### config.mk
export PLATFORM = sky130hd
export DESIGN_NAME = program_loader_flat
export DESIGN_NICKNAME = d
export VERILOG_FILES = /design/src/rtl/program_loader_if.sv /design/src/rtl/program_loader.sv /design/src/flat_wrapper.sv
export SDC_FILE = /design/constraint.sdc
export NUM_CORES = 1
export LEC_CHECK = 0
export CORE_MARGIN = 1
export CORE_UTILIZATION = 38
export CTS_CLUSTER_DIAMETER = 50
export CTS_CLUSTER_SIZE = 10
export DETAILED_ROUTE_END_ITERATION = 16
export PLACE_DENSITY = 0.72
export SETUP_SLACK_MARGIN = 0.02
export SYNTH_ARGS = -nofsm -noshare
export SYNTH_HDL_FRONTEND = slang
export SYNTH_SLANG_ARGS = --single-unit
### constraint.sdc
create_clock -name clk -period 1.9 [get_ports clk]
set_input_delay 0.38 -clock clk [delete_from_list [all_inputs] [get_ports clk]]
set_output_delay 0.38 -clock clk [all_outputs]
set_load 0.01 [all_outputs]
### src/rtl/program_loader_if.sv
// Byte-stream and program-memory write bus for the boot program loader.
//
// Signals:
//   byte_i        host -> loader  incoming stream byte
//   byte_valid_i  host -> loader  byte_i holds a valid byte
//   byte_ready_o  loader -> host  loader accepts a byte this cycle
//   pm_we_o       loader -> mem   one-cycle instruction-memory write strobe
//   pm_addr_o     loader -> mem   word address of the write
//   pm_data_o     loader -> mem   instruction word of the write
//
// Modports:
//   master : host/memory side (drives the byte stream, observes the writes)
//   slave  : the loader itself
interface program_loader_if #(
  parameter int ADDR_WIDTH = 6
);
  logic [7:0]            byte_i;
  logic                  byte_valid_i;
  logic                  byte_ready_o;
  logic                  pm_we_o;
  logic [ADDR_WIDTH-1:0] pm_addr_o;
  logic [31:0]           pm_data_o;

  modport master (
    output byte_i,
    output byte_valid_i,
    input  byte_ready_o,
    input  pm_we_o,
    input  pm_addr_o,
    input  pm_data_o
  );

  modport slave (
    input  byte_i,
    input  byte_valid_i,
    output byte_ready_o,
    output pm_we_o,
    output pm_addr_o,
    output pm_data_o
  );
endinterface

### src/rtl/program_loader.sv
// Boot-time program loader for the pipelined MIPS core.
//
// Accepts a byte stream  LEN_HI LEN_LO {4*N data bytes} CHK  over a
// valid/ready handshake, packs data bytes big-endian into 32-bit words and
// writes them to consecutive instruction-memory addresses starting at 0.
// The core is held in reset until an image whose XOR checksum matches has
// been fully written.
//
// Ports:
//   clk             single clock, rising edge
//   reset           synchronous active-high reset
//   start_i         one-cycle re-arm pulse, honoured only in DONE or ERROR
//   bus             byte stream in / program-memory write out (slave modport)
//   cpu_reset_o     reset to MIPS_Processor, high in every state but DONE
//   done_o          image loaded and checksum matched
//   error_o         image rejected (length too large or checksum mismatch)
//   words_loaded_o  number of completed word writes since the last re-arm
module program_loader #(
  parameter int MEMORY_DEPTH = 64,
  parameter int ADDR_WIDTH   = 6
) (
  input  logic                clk,
  input  logic                reset,
  input  logic                start_i,
  program_loader_if.slave     bus,
  output logic                cpu_reset_o,
  output logic                done_o,
  output logic                error_o,
  output logic [ADDR_WIDTH:0] words_loaded_o
);

  localparam logic [15:0] DEPTH_16 = 16'(MEMORY_DEPTH);

  typedef enum logic [2:0] {
    S_LEN_HI,
    S_LEN_LO,
    S_DATA,
    S_CHECK,
    S_DONE,
    S_ERROR
  } state_t;

  state_t                state_reg, state_next;
  logic [15:0]           len_reg, len_next;
  logic [23:0]           asm_reg, asm_next;       // first three bytes of the word in flight
  logic [1:0]            byte_cnt_reg, byte_cnt_next;
  logic [7:0]            acc_reg, acc_next;       // running XOR of data bytes
  logic                  pm_we_reg, pm_we_next;
  logic [ADDR_WIDTH-1:0] pm_addr_reg, pm_addr_next;
  logic [31:0]           pm_data_reg, pm_data_next;
  logic [ADDR_WIDTH:0]   words_reg, words_next;   // also serves as the next word address

  logic accept;
  logic last_word;

  // Ready depends on state only, never on byte_valid_i.
  assign bus.byte_ready_o = (state_reg == S_LEN_HI) || (state_reg == S_LEN_LO) ||
                            (state_reg == S_DATA)   || (state_reg == S_CHECK);
  assign accept           = bus.byte_valid_i && bus.byte_ready_o;
  assign last_word        = (16'(words_reg) + 16'd1) == len_reg;

  always_comb begin
    state_next    = state_reg;
    len_next      = len_reg;
    asm_next      = asm_reg;
    byte_cnt_next = byte_cnt_reg;
    acc_next      = acc_reg;
    pm_we_next    = 1'b0;
    pm_addr_next  = pm_addr_reg;
    pm_data_next  = pm_data_reg;
    words_next    = words_reg;

    case (state_reg)
      S_LEN_HI: begin
        if (accept) begin
          len_next   = {bus.byte_i, len_reg[7:0]};
          state_next = S_LEN_LO;
        end
      end

      S_LEN_LO: begin
        if (accept) begin
          len_next = {len_reg[15:8], bus.byte_i};
          if (len_next > DEPTH_16) begin
            state_next = S_ERROR;
          end else if (len_next == 16'd0) begin
            state_next = S_CHECK;
          end else begin
            state_next = S_DATA;
          end
        end
      end

      S_DATA: begin
        if (accept) begin
          acc_next      = acc_reg ^ bus.byte_i;
          asm_next      = {asm_reg[15:0], bus.byte_i};
          byte_cnt_next = byte_cnt_reg + 2'd1;     // wraps to 0 after the 4th byte
          if (byte_cnt_reg == 2'd3) begin
            pm_we_next   = 1'b1;
            pm_addr_next = words_reg[ADDR_WIDTH-1:0];
            pm_data_next = {asm_reg, bus.byte_i};
            words_next   = words_reg + 1'b1;
            if (last_word) begin
              state_next = S_CHECK;
            end
          end
        end
      end

      S_CHECK: begin
        if (accept) begin
          state_next = (bus.byte_i == acc_reg) ? S_DONE : S_ERROR;
        end
      end

      S_DONE, S_ERROR: begin
        // words_loaded is deliberately kept through ERROR and only cleared here.
        if (start_i) begin
          state_next    = S_LEN_HI;
          len_next      = 16'd0;
          asm_next      = 24'd0;
          byte_cnt_next = 2'd0;
          acc_next      = 8'd0;
          words_next    = '0;
        end
      end

      default: begin
        state_next = S_LEN_HI;
      end
    endcase
  end

  always_ff @(posedge clk) begin
    if (reset) begin
      state_reg    <= S_LEN_HI;
      len_reg      <= 16'd0;
      asm_reg      <= 24'd0;
      byte_cnt_reg <= 2'd0;
      acc_reg      <= 8'd0;
      pm_we_reg    <= 1'b0;
      pm_addr_reg  <= '0;
      pm_data_reg  <= 32'd0;
      words_reg    <= '0;
    end else begin
      state_reg    <= state_next;
      len_reg      <= len_next;
      asm_reg      <= asm_next;
      byte_cnt_reg <= byte_cnt_next;
      acc_reg      <= acc_next;
      pm_we_reg    <= pm_we_next;
      pm_addr_reg  <= pm_addr_next;
      pm_data_reg  <= pm_data_next;
      words_reg    <= words_next;
    end
  end

  assign bus.pm_we_o    = pm_we_reg;
  assign bus.pm_addr_o  = pm_addr_reg;
  assign bus.pm_data_o  = pm_data_reg;
  assign cpu_reset_o    = (state_reg != S_DONE);
  assign done_o         = (state_reg == S_DONE);
  assign error_o        = (state_reg == S_ERROR);
  assign words_loaded_o = words_reg;

endmodule

### src/flat_wrapper.sv
// flat-port wrapper written by rule: the top's interface ports become plain ports
module program_loader_flat 
#(
  parameter int MEMORY_DEPTH = 64,
  parameter int ADDR_WIDTH   = 6
)
  (clk, reset, start_i, cpu_reset_o, done_o, error_o, words_loaded_o, bus_byte_i, bus_byte_valid_i, bus_byte_ready_o, bus_pm_we_o, bus_pm_addr_o, bus_pm_data_o);
  program_loader_if #(.ADDR_WIDTH(ADDR_WIDTH)) bus_i ();
  input  logic clk;
  input  logic reset;
  input  logic start_i;
  output logic cpu_reset_o;
  output logic done_o;
  output logic error_o;
  output logic [ADDR_WIDTH:0] words_loaded_o;
  input wire logic [$bits(bus_i.byte_i)-1:0] bus_byte_i;
  input wire logic [$bits(bus_i.byte_valid_i)-1:0] bus_byte_valid_i;
  output wire logic [$bits(bus_i.byte_ready_o)-1:0] bus_byte_ready_o;
  output wire logic [$bits(bus_i.pm_we_o)-1:0] bus_pm_we_o;
  output wire logic [$bits(bus_i.pm_addr_o)-1:0] bus_pm_addr_o;
  output wire logic [$bits(bus_i.pm_data_o)-1:0] bus_pm_data_o;
  assign bus_i.byte_i = bus_byte_i;
  assign bus_i.byte_valid_i = bus_byte_valid_i;
  assign bus_byte_ready_o = bus_i.byte_ready_o;
  assign bus_pm_we_o = bus_i.pm_we_o;
  assign bus_pm_addr_o = bus_i.pm_addr_o;
  assign bus_pm_data_o = bus_i.pm_data_o;
  program_loader #(.MEMORY_DEPTH(MEMORY_DEPTH), .ADDR_WIDTH(ADDR_WIDTH)) u_core (.clk(clk), .reset(reset), .start_i(start_i), .bus(bus_i), .cpu_reset_o(cpu_reset_o), .done_o(done_o), .error_o(error_o), .words_loaded_o(words_loaded_o));
endmodule
==> metrics.txt, run 1 <==
status=completed; Routed Antenna Nets=0; Critical Path Source=bus_byte_i[3]; CP cell instances=clkdlybuf4s15_2 -> or4_4 -> o31a_1 -> o31ai_1 -> a31oi_1 -> nor2_1 -> a2111oi_2; final RePlAce weighted congestion=about 0.85; number of buffers added on ports=61; worst vdd ir=between 0.4 and 0.5 mV; post-synthesis mux area share=less than 1%; switching share of total power=22.8%; MaxCap Viol Count=0; First-pass DRT Iterations=5; CP Capture Type=flip-flop; Post-Synth XOR/XNOR Area=under 10%; gr usage total=19.1%; vias post-DR=3,936; yosys warns=0; Largest stage delay, worst path=roughly 0.54 ns; Min Hold Slack=0.456 ns; Die Wd=106 µm; post-synthesis instance total=530; final setup fails=0; vias per cell=5.25; CP startpoint kind=input port; antenna violations before repair=0; Wirelength per Cell=13.9 µm; Clk pwr share=37.9%; Mapped Area=4130 µm²; sequential-to-total area share from yosys stat=48.0%; Avg Cell Area, Syn=between 7 and 8 µm²; largest family of logic cells by synthesized area=simple AND/OR/NAND/NOR gates; final wirelength=10,400 µm; Pwr Total=roughly 4000 µW; initial core utilization=39.6%; Pleak=0.00186 µW; FF+latch area=1990 µm²; die height=106 µm; WP buf/inv=1; insertion delay to the later sink of the worst-skew pair=0.36 ns; Max Clock Skew=0.00931 ns; Worst-path clk slew=0.08 ns; P per Cell Area=739 nW/µm²; Post-synth EDFFs=0; Slowest-stage cell, CP=or4_4; H-Tree Depth=3; Final Hold Vio Count=0; Commonest cells post-synth=nand2_1 (127), a21oi_1 (100), dfxtp_1 (99); Top FF cell, synth=dfxtp_1; cell family with most CP delay=compound AO/OA/AOI/OAI gates; DIE AREA=11,300 µm²; Area Overhead vs Synth=30.7%; area occupied by multi-input gates=1990 µm²; Design Area, Final=roughly 5400 µm²; Row Count=37; Worst Max-Slew Pin Slew=roughly 0.6 ns; IO Pins=62; post-placement cell count=~730; RR Startpoint=u_core.words_loaded_o[0]$_SDFFE_PP0P_; hold crit path type=reg2reg; DR iter-0 viols=256; critical path type=in2reg; Async SR Flop Fraction=0%; CTS tree=done; Adder-Cell Fraction of Synth Area=less than 1%; P_sw=909 µW; simple-gate share of the synthesized area=between 20% and 30%; sequential power share=between 50% and 60%; Internal=slightly above 3000 µW; FILL cells=968; achievable frequency=546 MHz; Remaining DRCs=0; RSZ-0062 raised after global routing=yes; # diodes=0; R2R setup slack=around 0.08 ns; share of the synthesized area in the top cell type=48.0%; Yosys reg bits=a little under 100; Root Buffer=clkbuf_8; Worst EP required=2.11 ns; Synthesized Nets=~540; CP max FO=2; vias in the first global route=3,680; CP Data Arrival Time=2.04 ns; Area after DPL=5130 µm²; Non-Filler Instances=750; Cell variety after synth=46; Tmin final=1.83 ns; Logic pwr share=9.1%; dominant cell type by area after synthesis=dfxtp_1; ranking of synthesized cells by area=dfxtp_1 (48%), a21oi_1 (12%), nand2_1 (12%); Detailed Place HPWL=around 7400 µm; Slew Limit Headroom=approximately three fifths; compound-cell area share of the yosys netlist=17.6%; cts bufs inserted=9; fin crit share=96.4%; Post-Route Setup TNS=0 ns; max reg flops=32; GRT overflow=0; first-pass GRT wire length=17,400 µm; most common cell in the netlist=nand2_1; CP Capture Point=u_core.state_reg[0]$_SDFFE_PP0P_; Final #Nets=623; fin. max-slew vios=0; layout cell share with drive strength beyond 1=13.0%; clock sink count=99; core area=roughly 10,000 µm²; CTS Buffer Depth=2; FF-to-FF End=u_core.state_reg[0]$_SDFFE_PP0P_; Worst path depth=7; worst r2r path cells=7; largest net degree at the start of global routing=39
## cells in the final DEF (no fill, tap or decap), types with 2 or more instances in the layout
master	count
inv_1	3
clkbuf_1	2
nand3_1	35
nor3_1	3
dlygate4sd2_1	4
a21o_1	2
a31oi_1	3
o21ai_0	24
nand2b_1	3
a21oi_1	99
and2_1	2
or3_1	4
xnor2_1	14
buf_12	4
dfxtp_2	2
clkbuf_8	11
nor2_1	33
dfxtp_1	96
buf_4	41
clkdlybuf4s15_2	2
xor2_1	4
nor3_2	2
clkdlybuf4s50_1	52
nand4_1	3
nand3b_1	2
bufinv_16	2
nand2_1	127
or4_4	2
nor4_1	2
## final cells by class
cell class / instances / area share (%)
multi-input cells: 389 / 36.9
flip-flops and latches: 99 / 36.9
repair buffers: 107 / 18.6
well taps: 136 / 3.16
clock buffers: 13 / 2.95
clock inverters: 3 / 1.28
inverters: 3 / 0.209
## cells by family after synthesis
logic type | Yosys count
AO/OA/AOI/OAI | 137
XOR/XNOR | 18
adder cells (fa/ha/maj) | 2
buffers and inverters | 42
flip-flops | 99
multiplexers | 1
AND/OR/NAND/NOR | 231
## worst min-delay path by stage
stage | start | to | slack (ns) | cells past startpoint
detailed placement | u_core.bus.pm_data_o[26]$_SDFFE_PP0P_ | u_core.bus.pm_data_o[26]$_SDFFE_PP0P_ | 0.45 | 2
global route | u_core.asm_reg[16]$_SDFFE_PP0P_ | u_core.asm_reg[16]$_SDFFE_PP0P_ | 0.48 | 2
finish | u_core.bus.pm_data_o[26]$_SDFFE_PP0P_ | u_core.bus.pm_data_o[26]$_SDFFE_PP0P_ | 0.46 | 2
CTS | u_core.bus.pm_data_o[26]$_SDFFE_PP0P_ | u_core.bus.pm_data_o[26]$_SDFFE_PP0P_ | 0.46 | 2
floorplan | u_core.asm_reg[16]$_SDFFE_PP0P_ | u_core.bus.pm_data_o[24]$_SDFFE_PP0P_ | 0.43 | 2
global placement | u_core.byte_cnt_reg[1]$_SDFFE_PP0P_ | u_core.byte_cnt_reg[1]$_SDFFE_PP0P_ | 0.44 | 2
## through the flow
stage               setup WS (ns)  utilization (%)
CTS                        0.0244             51.7
floorplan                  0.0780                -
finish                     0.0679             51.8
detailed placement         -0.507             49.2
global placement           -0.468             49.2
global route              -0.0120             51.8
## tightest hold or removal path, delay by kind of cell, from the launching register on
family | cells | cell delay, ns
DFF | 1 | 0.31
and+or+nand+nor | 1 | 0.05
AOI/OAI and AO/OA | 1 | 0.05
## metal layers
layer / GRT usage [%] / vias up / share of wire (%)
li1: - / 1952 / -
met1: 25.2 / 1835 / 46
met2: 31.4 / 137 / 47
met3: 3.62 / 12 / 5.6
met4: 5.75 / 0 / 1.4
met5: 0 / - / 0
## power by group through the flow
stage | Sequential [µW] | Combinational, µW | Clock [µW]
3_3_place_gp | 2160 | 353 | 0
4_1_cts | 2110 | 359 | 1540
2_1_floorplan | 2160 | 190 | 0
5_1_grt | 2120 | 392 | 1620
6_report | 2110 | 362 | 1510
3_5_place_dp | 2160 | 360 | 0
## what timing repair did
item                       CTS  global route
setup endpoints to repair   33            34
gates cloned                 0             0
pin swaps                    7             4
hold buffers                 0             0
buffers inserted             2             0
resized for setup           18             5
(Power assumes the default switching activity.)
==> inputs of run 2 (changes only) <==
--- a/config.mk
+++ b/config.mk
@@ -5,12 +5,13 @@
 export SDC_FILE = /design/constraint.sdc
 export NUM_CORES = 1
 export LEC_CHECK = 0
+export CAP_MARGIN = 0
 export CORE_MARGIN = 1
-export CORE_UTILIZATION = 38
+export CORE_UTILIZATION = 48
 export CTS_CLUSTER_DIAMETER = 50
 export CTS_CLUSTER_SIZE = 10
 export DETAILED_ROUTE_END_ITERATION = 16
-export PLACE_DENSITY = 0.72
+export PLACE_DENSITY = 0.85
 export SETUP_SLACK_MARGIN = 0.02
 export SYNTH_ARGS = -nofsm -noshare
 export SYNTH_HDL_FRONTEND = slang
==> run 2 against run 1 <==
Final cell count decreased by 4.7%. Flip-flop and latch count unchanged. Sequential power about the same. Clock skew increased by 0.0038 ns. Critical endpoint unchanged.
==> metrics.txt, run 2 (synthesis gave the netlist of run 1 again) <==
CP Data Arrival Time=2.14 ns (+0.10 ns); CTS tree=done; fin crit share=98.5% (+2.0 points); antenna violations before repair=0 (unchanged); critical path type=in2reg; worst vdd ir=0.374 mV (-17%); hold buffers post-CTS=0 (unchanged); Die Wd=94.7 µm (-11%); Area after DPL=5050 µm² (-1.4%); Root Buffer=clkbuf_8; CP max FO=2 (unchanged); fin. max-slew vios=0 (unchanged); die height=94.7 µm (-11%); layout cell share with drive strength beyond 1=12.8% (-0.24 points); core area=8260 µm² (-21%); Detailed Place HPWL=7160 µm (-2.5%); Routed Antenna Nets=0 (unchanged); Area Overhead vs Synth=29.8%; DR iter-0 viols=276 (+7.8%); Worst Max-Slew Pin Slew=0.533 ns (-0.0698 ns); Remaining DRCs=0 (unchanged); CP startpoint kind=input port; Worst EP required=2.16 ns (+0.05 ns); commonest non-fill, non-tap cell in the layout=nand2_1; cts bufs inserted=9 (unchanged); clock sink count=99 (unchanged); MaxCap Viol Count=0 (unchanged); Row Count=33 (-11%); GRT overflow=0 (unchanged); H-Tree Depth=3 (unchanged); Internal=3130 µW (+1.8%); hold crit path type=reg2reg; Design Area, Final=5360 µm² (-0.65%); Clk pwr share=39.4% (+1.5 points); Wirelength per Cell=14.5 µm (+3.9%); Logic pwr share=8.8% (-0.3 points); Post-Route Setup TNS=0 ns (unchanged); Pleak=0.00185 µW (-0.45%); insertion delay to the later sink of the worst-skew pair=0.37 ns (about the same); DIE AREA=8970 µm² (-20%); vias in the first global route=3,600 (-2.2%); Final #Nets=620 (-0.48%); Core Util, Final=64.9% (+13 points); Max Clock Skew=0.0131 ns (+0.00382 ns); max reg flops=32 (unchanged); P_sw=956 µW (+5.1%); final setup fails=0 (unchanged); final RePlAce weighted congestion=0.899 (+5.6%); P per Cell Area=763 nW/µm² (+3.2%); First-pass DRT Iterations=5 (unchanged); Final Hold Vio Count=0 (unchanged); final wirelength=10,300 µm (-0.96%); switching share of total power=23.4% (+0.57 points); vias post-DR=3,968 (+0.81%); vias per cell=5.55 (+5.7%); first-pass GRT wire length=16,900 µm (-2.7%); Tmin final=1.87 ns (+0.0387 ns); IO Pins=62 (unchanged); FILL cells=702 (-27%); Slew Limit Headroom=64.5% (+4.7 points); Worst-path clk slew=0.09 ns (about the same); RSZ-0062 raised after global routing=yes; CP Capture Type=flip-flop; gr usage total=24.1% (+5.0 points); sequential power share=51.7% (-1.4 points); initial core utilization=50.0% (+10 points); achievable frequency=535 MHz (-2.1%); CTS Buffer Depth=2 (unchanged); commonest cells after routing, fill and taps aside=nand2_1 (127), a21oi_1 (100), dfxtp_1 (94), clkdlybuf4s50_1 (53), buf_4 (36); status=completed; # diodes=0 (unchanged); largest net degree at the start of global routing=41 (+5.1%); number of buffers added on ports=61 (unchanged); Min Hold Slack=0.459 ns (+0.00373 ns)
==> run 2: repair_timing <==
item                       4_1_cts  5_1_grt
resized for setup               14       14
buffers inserted                 1        1
pin swaps                        8        3
setup endpoints to repair        7       17
==> run 2: critical path, stage by stage <==
cell and delay (ns):
dlygate4sd2_1 0.27, or4_4 0.51, nor4_4 0.21, o31ai_1 0.10
a31oi_1 0.19, buf_4 0.15, nor3_2 0.03, a2111oi_2 0.29
==> run 2: final timing paths <==
kind / from / endpoint / slack, ns / depth (start not counted)
setup / recovery: bus_byte_i[0] / u_core.state_reg[0]$_SDFFE_PP0P_ / 0.03 / 8
hold / removal: u_core.bus.pm_data_o[27]$_SDFFE_PP0P_ / u_core.bus.pm_data_o[27]$_SDFFE_PP0P_ / 0.46 / 2
setup reg to reg: u_core.state_reg[2]$_SDFFE_PP0P_ / u_core.words_loaded_o[5]$_SDFFE_PP0P_ / 0.07 / 6
hold reg to reg: u_core.bus.pm_data_o[27]$_SDFFE_PP0P_ / u_core.bus.pm_data_o[27]$_SDFFE_PP0P_ / 0.46 / 2
==> run 2: per-stage QoR <==
step           power (µW)  worst slack, ns  cells
2_1_floorplan        2350           0.0780    530
3_3_place_gp         2500           -0.456    698
3_5_place_dp         2510           -0.487    698
4_1_cts              4080           0.0218    714
5_1_grt              4210          -0.0879    715
6_report             4080           0.0292    715
==> run 2: layout make-up <==
type	instances	area [µm²]	share of cell area (%)
Clock buffer	10	128	2.38
Clock inverter	5	108	2.01
Inverter	3	11.3	0.210
Multi-Input combinational cell	389	2000	37.4
Sequential cell	99	1990	37.2
Tap cell	105	131	2.45
Timing Repair Buffer	104	983	18.4
==> run 2: per-layer routing <==
layer | global-route usage (%) | up-vias | wire length [µm]
li1 | - | 1950 | -
met1 | 31.4 | 1844 | 4580
met2 | 39.1 | 149 | 4940
met3 | 3.70 | 25 | 590
met4 | 11.0 | 0 | 232
met5 | 0 | - | 0
==> run 2: power groups by stage <==
stage          Sequential, µW  Combinational [µW]  Clock [µW]
2_1_floorplan            2160                 190           0
3_3_place_gp             2160                 340           0
3_5_place_dp             2160                 349           0
4_1_cts                  2110                 350        1620
5_1_grt                  2120                 392        1700
6_report                 2110                 361        1610
